## src/rtl/kb_pkg.sv

```systemverilog
// Shared types and tables for the keyboard event scheduler.
// Event bundle, gamepad key codes and scheduler states.
package kb_pkg;

  localparam int JOY_KEYS = 10;

  typedef struct packed {
    logic       released;
    logic [7:0] ascii;
  } kb_event_t;

  typedef enum logic [1:0] {
    IDLE,
    ISSUE,
    HOLD
  } sched_state_t;

  localparam logic [7:0] JOY_ASCII [JOY_KEYS] = '{
    8'h31, 8'h32, 8'h33, 8'h34, 8'h35,
    8'h36, 8'h37, 8'h38, 8'h39, 8'h30
  };

  // Lowest set bit wins so simultaneous changes leave in index order
  function automatic logic [3:0] first_set(
    input logic [JOY_KEYS-1:0] v
  );
    first_set = '0;
    for (int i = JOY_KEYS - 1; i >= 0; i--)
      if (v[i]) first_set = 4'(i);
  endfunction

endpackage

```

## src/rtl/kb_event_fifo.sv

```systemverilog
// Single-clock event queue with count-based full/empty.
// Pointers wrap naturally because the depth is a power of two.
module kb_event_fifo #(
  parameter int DEPTH = 8,
  parameter int WIDTH = 9
) (
  input  logic                     clk_sys,
  input  logic                     reset,
  input  logic                     wr_en,
  input  logic [WIDTH-1:0]         wr_data,
  output logic                     full,
  input  logic                     rd_en,
  output logic [WIDTH-1:0]         rd_data,
  output logic                     empty,
  output logic [$clog2(DEPTH):0]   level
);

  localparam int AW = $clog2(DEPTH);

  logic [WIDTH-1:0] mem [DEPTH];
  logic [AW-1:0]    wr_ptr;
  logic [AW-1:0]    rd_ptr;
  logic [AW:0]      count;
  logic             wr_ok;
  logic             rd_ok;

  assign full    = (count == (AW+1)'(DEPTH));
  assign empty   = (count == '0);
  assign rd_ok   = rd_en && !empty;
  assign wr_ok   = wr_en && (!full || rd_ok);
  assign rd_data = mem[rd_ptr];
  assign level   = count;

  always_ff @(posedge clk_sys) begin
    if (wr_ok) mem[wr_ptr] <= wr_data;
  end

  always_ff @(posedge clk_sys) begin
    if (reset) begin
      wr_ptr <= '0;
      rd_ptr <= '0;
      count  <= '0;
    end else begin
      if (wr_ok) wr_ptr <= wr_ptr + AW'(1);
      if (rd_ok) rd_ptr <= rd_ptr + AW'(1);
      unique case ({wr_ok, rd_ok})
        2'b10:   count <= count + (AW+1)'(1);
        2'b01:   count <= count - (AW+1)'(1);
        default: count <= count;
      endcase
    end
  end

endmodule

```

## src/rtl/kb_event_sched.sv

```systemverilog
// Merges PS/2 and gamepad key events and issues them to the
// keymap one at a time, each held for a minimum number of ticks.
module kb_event_sched
  import kb_pkg::*;
#(
  parameter int FIFO_DEPTH = 8,
  parameter int HOLD_TICKS = 16
) (
  input  logic                          clk_sys,
  input  logic                          reset,
  input  logic                          tick_i,
  input  logic                          ps2_valid_i,
  input  logic [7:0]                    ps2_ascii_i,
  input  logic                          ps2_release_i,
  input  logic [9:0]                    joy_numpad_i,
  output logic                          rx_data_ready_o,
  output logic [7:0]                    rx_ascii_o,
  output logic                          rx_released_o,
  output logic                          busy_o,
  output logic                          overflow_o,
  output logic [$clog2(FIFO_DEPTH):0]   fifo_level_o
);

  localparam int CW = $clog2(HOLD_TICKS + 1);

  sched_state_t  state;
  logic [CW-1:0] hold_cnt;

  logic [JOY_KEYS-1:0] joy_q;
  logic [JOY_KEYS-1:0] rep;
  logic [JOY_KEYS-1:0] diff;
  logic [3:0]          idx;

  kb_event_t wr_evt;
  kb_event_t head;
  logic      full;
  logic      empty;
  logic      pop;
  logic      can_wr;
  logic      ps2_wr;
  logic      joy_wr;

  assign diff   = joy_q ^ rep;
  assign idx    = first_set(diff);
  assign pop    = (state == IDLE) && !empty;
  assign can_wr = !full || pop;
  assign ps2_wr = ps2_valid_i && can_wr;
  assign joy_wr = !ps2_valid_i && can_wr && (|diff);

  always_comb begin
    wr_evt = '{released: ps2_release_i, ascii: ps2_ascii_i};
    if (!ps2_valid_i)
      wr_evt = '{released: ~joy_q[idx], ascii: JOY_ASCII[idx]};
  end

  kb_event_fifo #(
    .DEPTH (FIFO_DEPTH),
    .WIDTH ($bits(kb_event_t))
  ) u_fifo (
    .clk_sys (clk_sys),
    .reset   (reset),
    .wr_en   (ps2_wr || joy_wr),
    .wr_data (wr_evt),
    .full    (full),
    .rd_en   (pop),
    .rd_data (head),
    .empty   (empty),
    .level   (fifo_level_o)
  );

  // rep tracks what was enqueued, so a short pulse collapses to nothing
  always_ff @(posedge clk_sys) begin
    if (reset) begin
      joy_q      <= '0;
      rep        <= '0;
      overflow_o <= 1'b0;
    end else begin
      joy_q <= joy_numpad_i;
      if (joy_wr) rep[idx] <= ~rep[idx];
      if (ps2_valid_i && !can_wr) overflow_o <= 1'b1;
    end
  end

  always_ff @(posedge clk_sys) begin
    if (reset) begin
      state           <= IDLE;
      hold_cnt        <= '0;
      rx_data_ready_o <= 1'b0;
      rx_ascii_o      <= 8'h00;
      rx_released_o   <= 1'b1;
      busy_o          <= 1'b0;
    end else begin
      rx_data_ready_o <= 1'b0;
      unique case (state)
        IDLE: begin
          if (!empty) begin
            state           <= ISSUE;
            rx_ascii_o      <= head.ascii;
            rx_released_o   <= head.released;
            rx_data_ready_o <= 1'b1;
            busy_o          <= 1'b1;
          end
        end
        ISSUE: begin
          hold_cnt <= CW'(HOLD_TICKS);
          state    <= HOLD;
        end
        HOLD: begin
          if (tick_i) begin
            if (hold_cnt <= CW'(1)) begin
              hold_cnt <= '0;
              state    <= IDLE;
              busy_o   <= 1'b0;
            end else begin
              hold_cnt <= hold_cnt - CW'(1);
            end
          end
        end
        default: begin
          state  <= IDLE;
          busy_o <= 1'b0;
        end
      endcase
    end
  end

endmodule

```

## config.mk

```make
export PLATFORM = sky130hd
export DESIGN_NAME = kb_event_sched
export DESIGN_NICKNAME = d
export VERILOG_FILES = /design/src/rtl/kb_pkg.sv /design/src/rtl/kb_event_fifo.sv /design/src/rtl/kb_event_sched.sv
export SDC_FILE = /design/constraint.sdc
export NUM_CORES = 1
export LEC_CHECK = 0
export ABC_AREA = 1
export BUFFER_PORTS_ARGS = -buffer_cell sky130_fd_sc_hd__buf_2
export CAP_MARGIN = 20
export CORE_ASPECT_RATIO = 1.2
export CORE_MARGIN = 2
export CORE_UTILIZATION = 35
export CTS_CLUSTER_SIZE = 20
export DETAILED_ROUTE_END_ITERATION = 10
export SKIP_CTS_REPAIR_TIMING = 1
export SLEW_MARGIN = 20
export SYNTH_ARGS = -nofsm -noshare
export SYNTH_HDL_FRONTEND = slang
export SYNTH_SLANG_ARGS = --single-unit
```

## constraint.sdc

```tcl
create_clock -name clk_sys -period 2.4 [get_ports clk_sys]
set_clock_uncertainty 0.2 [all_clocks]
set_input_delay 0.24 -clock clk_sys [delete_from_list [all_inputs] [get_ports clk_sys]]
set_output_delay 0.24 -clock clk_sys [all_outputs]
set_load 0.03 [all_outputs]
```

==> results of run 1 <==
==> cells in the final DEF (no fill, tap or decap), drive strengths merged <==
cell type      n
nand3b         1
or2            6
nor3           4
dlygate4sd3   11
nand3         36
o21ai         55
o211ai         9
ha            12
buf           70
o22ai         10
a41oi          1
and2           1
nor2         102
xor2           7
nor4           2
clkbuf        23
o21a           1
clkinv         6
bufinv         2
edfxtp        72
a21oi         27
o31ai          1
dfxtp         49
clkinvlp       2
inv           73
xnor2          6
o221ai         9
nand2         88
nand4          2
==> routing by layer <==
layer  track usage  vias up
li1              -     2154
met1        0.1757     1997
met2        0.2825       77
met3       0.03859       22
met4       0.05702        0
met5             0        -
==> area by class of cell <==
type / instances / area (um^2)
Inverter: 74 / 280.3
Timing Repair Buffer: 81 / 560.5
Clock inverter: 9 / 100.1
Tap cell: 208 / 260.3
Multi-Input combinational cell: 380 / 2083
Clock buffer: 23 / 457.9
Sequential cell: 121 / 3157
Fill cell: 1532 / 8616
==> how the worst max path moves through the flow <==
stage,endpoint,cells past startpoint
finish,u_fifo.level[3]$_SDFFE_PP0P_,16
CTS,u_fifo.level[2]$_SDFFE_PP0P_,16
detailed placement,u_fifo.level[2]$_SDFFE_PP0P_,16
global route,u_fifo.level[2]$_SDFFE_PP0P_,17
floorplan,u_fifo.level[2]$_SDFFE_PP0P_,17
global placement,u_fifo.mem[7][3]$_DFFE_PP_,19
==> registers in the layout (all words and copies together) (netlist names), 2 cells and up <==
signal         flops
u_fifo.mem        72
u_fifo.level       4
state              2
rx_ascii_o         8
rep               10
u_fifo.rd_ptr      3
joy_q             10
u_fifo.wr_ptr      3
hold_cnt           5
==> power groups by stage <==
| stage | clock network, mW | registers [mW] | logic [mW] |
|---|---|---|---|
| 2_1_floorplan | 0 | 2.96 | 1.72 |
| 5_1_grt | 2.54 | 2.77 | 3.14 |
| 3_5_place_dp | 0 | 2.77 | 2.76 |
| 4_1_cts | 2.44 | 2.73 | 2.77 |
| 6_report | 2.40 | 2.73 | 2.81 |
| 3_3_place_gp | 0 | 2.75 | 2.72 |
==> through the flow <==
step / setup slack (ps) / hold WS (ps)
after floorplan: -8.669 / 139.6
after global placement: 13.89 / 243.2
after detailed placement: -71.82 / 245.7
after CTS: -86.43 / -182.2
after global routing: -200.1 / 14.17
final: -17.25 / 10.44
==> cells by family (layout without fill, tap and decap cells) <==
group	after synthesis	in the layout
compound gates	113	113
xor+xnor	13	13
fa+ha+maj	12	12
buf+inv	95	187
flops	121	121
simple gates	242	242
==> flow_metrics.tcl, run 1 <==
set metrics [dict create \
    path_class "register to register" \
    remaining_drc_errors 0 \
    synth_top_cell_area_share 0.3925 \
    outcome "complete, but fails checks" \
    finalNetCount 710 \
    synth_seq_area_share 0.5705 \
    met2_wirelength_mm 6.634 \
    compound_gate_fraction_of_synth_area 0.1174 \
    violations_in_the_final_reports "setup timing" \
    route.antenna.remaining_nets 0 \
    placed_area_mm2 0.006157 \
    kind_of_cell_with_the_highest_combined_delay_on_the_critical_path "simple AND/OR/NAND/NOR gates" \
    cp_slowest_cell "sky130_fd_sc_hd__dfxtp_2" \
    dp_hpwl_mm 8.595 \
    post_synth_top_area_cell "sky130_fd_sc_hd__edfxtp_1" \
    final_util 0.4447 \
    pwr-share-clk 0.303 \
    hold_path_depth 2 \
    top_level_ports 39 \
    crit-reg2reg-launch "rep[2]$_SDFFE_PP0P_" \
    num_antenna_cells 0 \
    vias 4250 \
    setup_ws_ps -17.25 \
    syn-instance-count 596 \
    cpPeakStageDelay_ps 320 \
    timing.max_cap.violations 0 \
    clockRootBuffer "sky130_fd_sc_hd__clkbuf_16" \
    critPathMostFrequentCell "sky130_fd_sc_hd__nor2_2" \
    worst_tran_pin_value_ps 554.4 \
    multiplexer_fraction_of_the_synthesized_cell_area 0 \
    mappedNetlistNets 631 \
    required_ps 2490 \
    drt_first_iter_violations 256 \
    route.met3.wl_um 373 \
    post_route_cells_drive_above_1_share 0.2282 \
    grt_antenna_before_repair 0 \
    postSynthAreaPerCell_um2 9.243 \
    synth.ff_latch_count 121 \
    floorplan.initialDensity 0.3551 \
    intPower_mw 5.059 \
    critical_path.n_buffers_inverters 1 \
    rows 50 \
    totalNegativeSetupSlack_ps -23.72 \
    hold_class "input port to register" \
    number_of_global_route_vias_before_repair 4130 \
    avgViaCountPerCell 4.743 \
    ys_top_cells_by_area "sky130_fd_sc_hd__edfxtp_1 39%, sky130_fd_sc_hd__dfxtp_1 18%, sky130_fd_sc_hd__nor2_1 6.7%" \
    die-area_mm2 0.01676 \
    worstSetupEndpointType "register" \
    pnr_total_power_mw 7.944 \
    cp.arrival_ps 2510 \
    timing.final.crit_share 1.007 \
    floorplan_core_area_mm2 0.01551 \
    post_drt_wl_per_cell_um 14.29 \
    grt_remaining_overflow 0 \
    cts_max_path_buffers 2 \
    synth_top_family_by_area "simple AND/OR/NAND/NOR gates" \
    hold_path_end "u_fifo.mem[0][4]$_DFFE_PP_" \
    rsz0062_at_grt "yes" \
    pwr-share-comb 0.354 \
    worst_setup_path_start_kind "register" \
    share_of_synthesized_registers_carrying_an_async_set_or_reset 0 \
    cellPowerDensity_mw_per_mm2 1151 \
    top_layer_used "met4" \
    synthesis.yosys.warnings 0 \
    worst-r2r-setup-slack_ps -20 \
    syn_to_final_growth_pct 25.23 \
    port_buffers 38 \
    timing.hold.worst.start "ps2_ascii_i[4]" \
    fp.dieW_um 118.5 \
    critical_path.max_fanout 3 \
    finalSetupViolations 2 \
    critical_path.cell_chain "xor2_1, nor2_2, nand2_1, nor2_2, nand2_1, nand2_2, o21ai_4, inv_2, ha_4, nor2_1, nor2_2, nand3b_1, o31ai_1, o211ai_1, o21ai_1, a21oi_1" \
    clk-insertion-delay-late_ps 410 \
    tritoncts "built" \
    stdcell_area_mm2 0.006899 \
    crit_path_start "rep[2]$_SDFFE_PP0P_" \
    final_cell_count_no_fill 896 \
    gp_routability_congestion 0.9286 \
    shortest_clock_period_the_worst_path_allows_after_layout_ps 2417 \
    met1Wirelength_mm 5.547 \
    synth.cells.most_frequent "99 x sky130_fd_sc_hd__nor2_1, 80 x sky130_fd_sc_hd__nand2_1, 72 x sky130_fd_sc_hd__edfxtp_1" \
    drt_pass1_iterations 4 \
    power.share.switching 0.3632 \
    worst_slew_margin_rel 0.6300 \
    htree_levels 4 \
    synth_most_common_cell "sky130_fd_sc_hd__nor2_1" \
    power_frac_seq 0.344 \
    post-place-cells 853 \
    timing_hold_violations_final 0 \
    post_synth_edffs 72 \
    die_h_um 141.4 \
    synthSimpleGateAreaFrac 0.1940 \
    tritoncts_num_sinks 121 \
    share_of_synthesized_cell_area_in_full_adder_half_adder_and_majority_cells 0.02725 \
    power.static_leakage_nw 2.874 \
    drt-total-wl_mm 12.81 \
    groute.usage.overall 0.1553 \
    global_route_wire_length_before_repair_mm 20.16 \
    ys.flop_type "sky130_fd_sc_hd__edfxtp_1" \
    path_clk_slew_ps 50 \
    vdd.ir_drop.worst_mv 0.5128 \
    synthDistinctLibCells 37 \
    slew_violations 0 \
    synth_xor_xnor_area_share 0.02476 \
    numCtsBuffers 17 \
    net-switching-power_mw 2.885 \
    maximum_number_of_pins_on_one_net_before_global_route_repair 37 \
    max_freq_mhz 413.7 \
    r2r_end "u_fifo.level[3]$_SDFFE_PP0P_" \
    synth_area_mm2 0.005509 \
    reg2reg_depth 16 \
]
Note: power is estimated with default switching activity, not from simulation.
==> run 2, diff against run 1 <==
--- a/config.mk
+++ b/config.mk
@@ -17,4 +17,5 @@
 export SLEW_MARGIN = 20
 export SYNTH_ARGS = -nofsm -noshare
 export SYNTH_HDL_FRONTEND = slang
+export SYNTH_HIERARCHICAL = 1
 export SYNTH_SLANG_ARGS = --single-unit
==> run 2 against run 1 <==
Compared with the run above: the flow still finishes with violations (setup timing); die area rose by 6.1%; highest routed layer unchanged; clock power rose by 5%; design area rose by 11%; area after synthesis grew 6.3%; routed wire length grew 5.9%; critical path type unchanged; count of clock-buffer cells in the layout unchanged; largest power group unchanged; power increased by 20%.
==> flow_metrics.tcl, run 2 <==
set metrics [dict create \
    max_freq_mhz 401.9 \
    required_ps 2510 \
    synth_seq_area_share 0.5468 \
    path_class "register to register" \
    post_drt_wl_per_cell_um 14.09 \
    tritoncts_num_sinks 124 \
    final_cell_count_no_fill 963 \
    synth_top_cell_area_share 0.3691 \
    groute.usage.overall 0.1572 \
    power_frac_seq 0.311 \
    drt_pass1_iterations 4 \
    net-switching-power_mw 3.667 \
    cp_slowest_cell "sky130_fd_sc_hd__dfxtp_2" \
    critPathMostFrequentCell "sky130_fd_sc_hd__nand2_2" \
    critical_path.n_buffers_inverters 4 \
    fillers 1534 \
    global_route_wire_length_before_repair_mm 21.73 \
    post_synth_edffs 72 \
    path_clk_slew_ps 50 \
    largestRegisters "u_fifo/mem: 72 flops, joy_q: 10 flops, rep: 10 flops" \
    shortest_clock_period_the_worst_path_allows_after_layout_ps 2488 \
    worst_tran_pin_value_ps 594.3 \
    grt_antenna_before_repair 0 \
    syn-instance-count 634 \
    syn_to_final_growth_pct 30.71 \
    hold_class "input port to register" \
    post-place-cells 906 \
    synthDistinctLibCells 43 \
    rows 51 \
    kind_of_cell_with_the_highest_combined_delay_on_the_critical_path "simple AND/OR/NAND/NOR gates" \
    postSynthAreaPerCell_um2 9.240 \
    synth_area_mm2 0.005858 \
    avgViaCountPerCell 4.761 \
    grt_remaining_overflow 0 \
    numCtsBuffers 17 \
    timing_hold_violations_final 0 \
    floorplan.initialDensity 0.3586 \
    setup_ws_ps -88.21 \
    mostFrequentLayoutCell "sky130_fd_sc_hd__nand2_1" \
    htree_levels 4 \
    share_of_synthesized_registers_carrying_an_async_set_or_reset 0 \
    top_level_ports 39 \
    slew_violations 0 \
    post_synth_top_area_cell "sky130_fd_sc_hd__edfxtp_1" \
    synth.cells.most_frequent "104 x sky130_fd_sc_hd__nand2_1, 95 x sky130_fd_sc_hd__nor2_1, 77 x sky130_fd_sc_hd__inv_1" \
    die_h_um 145.7 \
    die-area_mm2 0.01779 \
    port_buffers 38 \
    gp_routability_congestion 0.8528 \
    floorplan_core_area_mm2 0.01634 \
    fp.dieW_um 122.1 \
    pwr-share-comb 0.424 \
    remaining_drc_errors 0 \
    vdd.ir_drop.worst_mv 0.4777 \
    cellPowerDensity_mw_per_mm2 1240 \
    num_antenna_cells 0 \
    finalSetupViolations 1 \
    intPower_mw 5.828 \
    critical_path.max_fanout 3 \
    dp_slack_ps -110.3 \
    ys.flop_type "sky130_fd_sc_hd__edfxtp_1" \
    number_of_global_route_vias_before_repair 4374 \
    worst_slew_margin_rel 0.6011 \
    drt-total-wl_mm 13.56 \
    post_route_cells_drive_above_1_share 0.2916 \
    synth_most_common_cell "sky130_fd_sc_hd__nand2_1" \
    most-common-layout-cells "99 x sky130_fd_sc_hd__nand2_1, 79 x sky130_fd_sc_hd__nor2_1, 72 x sky130_fd_sc_hd__edfxtp_1" \
    largest_register "u_fifo/mem" \
    cp.arrival_ps 2600 \
    clockRootBuffer "sky130_fd_sc_hd__clkbuf_16" \
    ys_top_cells_by_area "sky130_fd_sc_hd__edfxtp_1 37%, sky130_fd_sc_hd__dfxtp_1 18%, sky130_fd_sc_hd__nand2_1 6.7%" \
    violations_in_the_final_reports "setup timing" \
    mappedNetlistNets 669 \
    finalNetCount 773 \
    pwr-share-clk 0.265 \
    outcome "complete, but fails checks" \
    tritoncts "built" \
    rsz0062_at_grt "yes" \
    drt_first_iter_violations 267 \
    pnr_total_power_mw 9.496 \
    largest_register_ff_count 72 \
    timing.final.crit_share 1.037 \
    route.antenna.remaining_nets 0 \
    vias 4585 \
    power.static_leakage_nw 3.256 \
    worstSetupEndpointType "register" \
    timing.max_cap.violations 0 \
    cpPeakStageDelay_ps 350 \
    synthesis.yosys.warnings 6 \
    synth.ff_latch_count 124 \
    cts_max_path_buffers 2 \
    totalNegativeSetupSlack_ps -88.21 \
    power.share.switching 0.3862 \
    maximum_number_of_pins_on_one_net_before_global_route_repair 38 \
    critical_path.cell_chain "inv_2, nand2_2, nand2_2, buf_6, a21oi_4, nand4_1, o21ai_2, o21ai_2, inv_2, nand3_4, inv_4, ha_4, a21oi_4, nand3_2, nand2_2, nand3_2, nand2_1, nor2_1" \
    dp_hpwl_mm 9.341 \
    clk-insertion-delay-late_ps 420 \
    worst_setup_path_start_kind "register" \
]
[run 2: cell families after synthesis]
| kind of cell | Yosys count | share of synthesized area |
|---|---|---|
| muxes | 18 | 0.03076 |
| AOI/OAI and AO/OA | 84 | 0.08181 |
| adders and majority gates | 12 | 0.02691 |
| buffers and inverters | 111 | 0.08031 |
| xor gates and xnor gates | 12 | 0.01922 |
| DFF | 124 | 0.5468 |
| and+or+nand+nor | 273 | 0.2142 |
[run 2: final timing paths]
check | startpoint | depth (start not counted) | endpoint | slack, ps
worst max register to register | rep[9]$_SDFFE_PP0P_ | 18 | u_fifo/level[3]$_SDFFE_PP0P_ | -90
worst max-delay path | rep[9]$_SDFFE_PP0P_ | 18 | u_fifo/level[3]$_SDFFE_PP0P_ | -90
worst min-delay path | ps2_ascii_i[5] | 2 | u_fifo/mem[0][5]$_DFFE_PP_ | 7
worst min register to register | overflow_o$_SDFFE_PP0P_ | 2 | overflow_o$_SDFFE_PP0P_ | 260
[run 2: power groups by stage]
stage                     Sequential [mW]  Clock, mW  Combinational, mW
after floorplan                      3.13          0               2.49
after global placement               2.97          0               3.60
after detailed placement             2.99          0               3.67
after CTS                            2.95       2.56               3.69
after global routing                 2.99       2.65               4.48
final                                2.95       2.52               4.02
[run 2: per-stage QoR]
stage,hold slack (ps),util,instance area [um^2]
final,7.475,0.4688,7657
after global routing,33.78,0.4688,7657
after CTS,-194.5,0.4416,7213
after detailed placement,246.1,0.4061,6634
after global placement,237.1,0.4061,6634
after floorplan,93.27,-,5947
[run 2: per-layer routing]
layer,vias up,global-route usage,routed length [um]
li1,2299,-,-
met1,2169,0.1979,6111
met2,99,0.2670,6783
met3,18,0.03252,443
met4,0,0.05230,225
met5,-,0,0
[run 2: area by class of cell]
type | instances | area, um^2 | share of cell area
Clock buffer | 23 | 457.9 | 0.05980
Inverter | 93 | 356.6 | 0.04657
Sequential cell | 124 | 3223 | 0.4209
Tap cell | 212 | 265.3 | 0.03464
Multi-Input combinational cell | 399 | 2436 | 0.3181
Clock inverter | 9 | 121.4 | 0.01585
Timing Repair Buffer | 103 | 797.0 | 0.1041
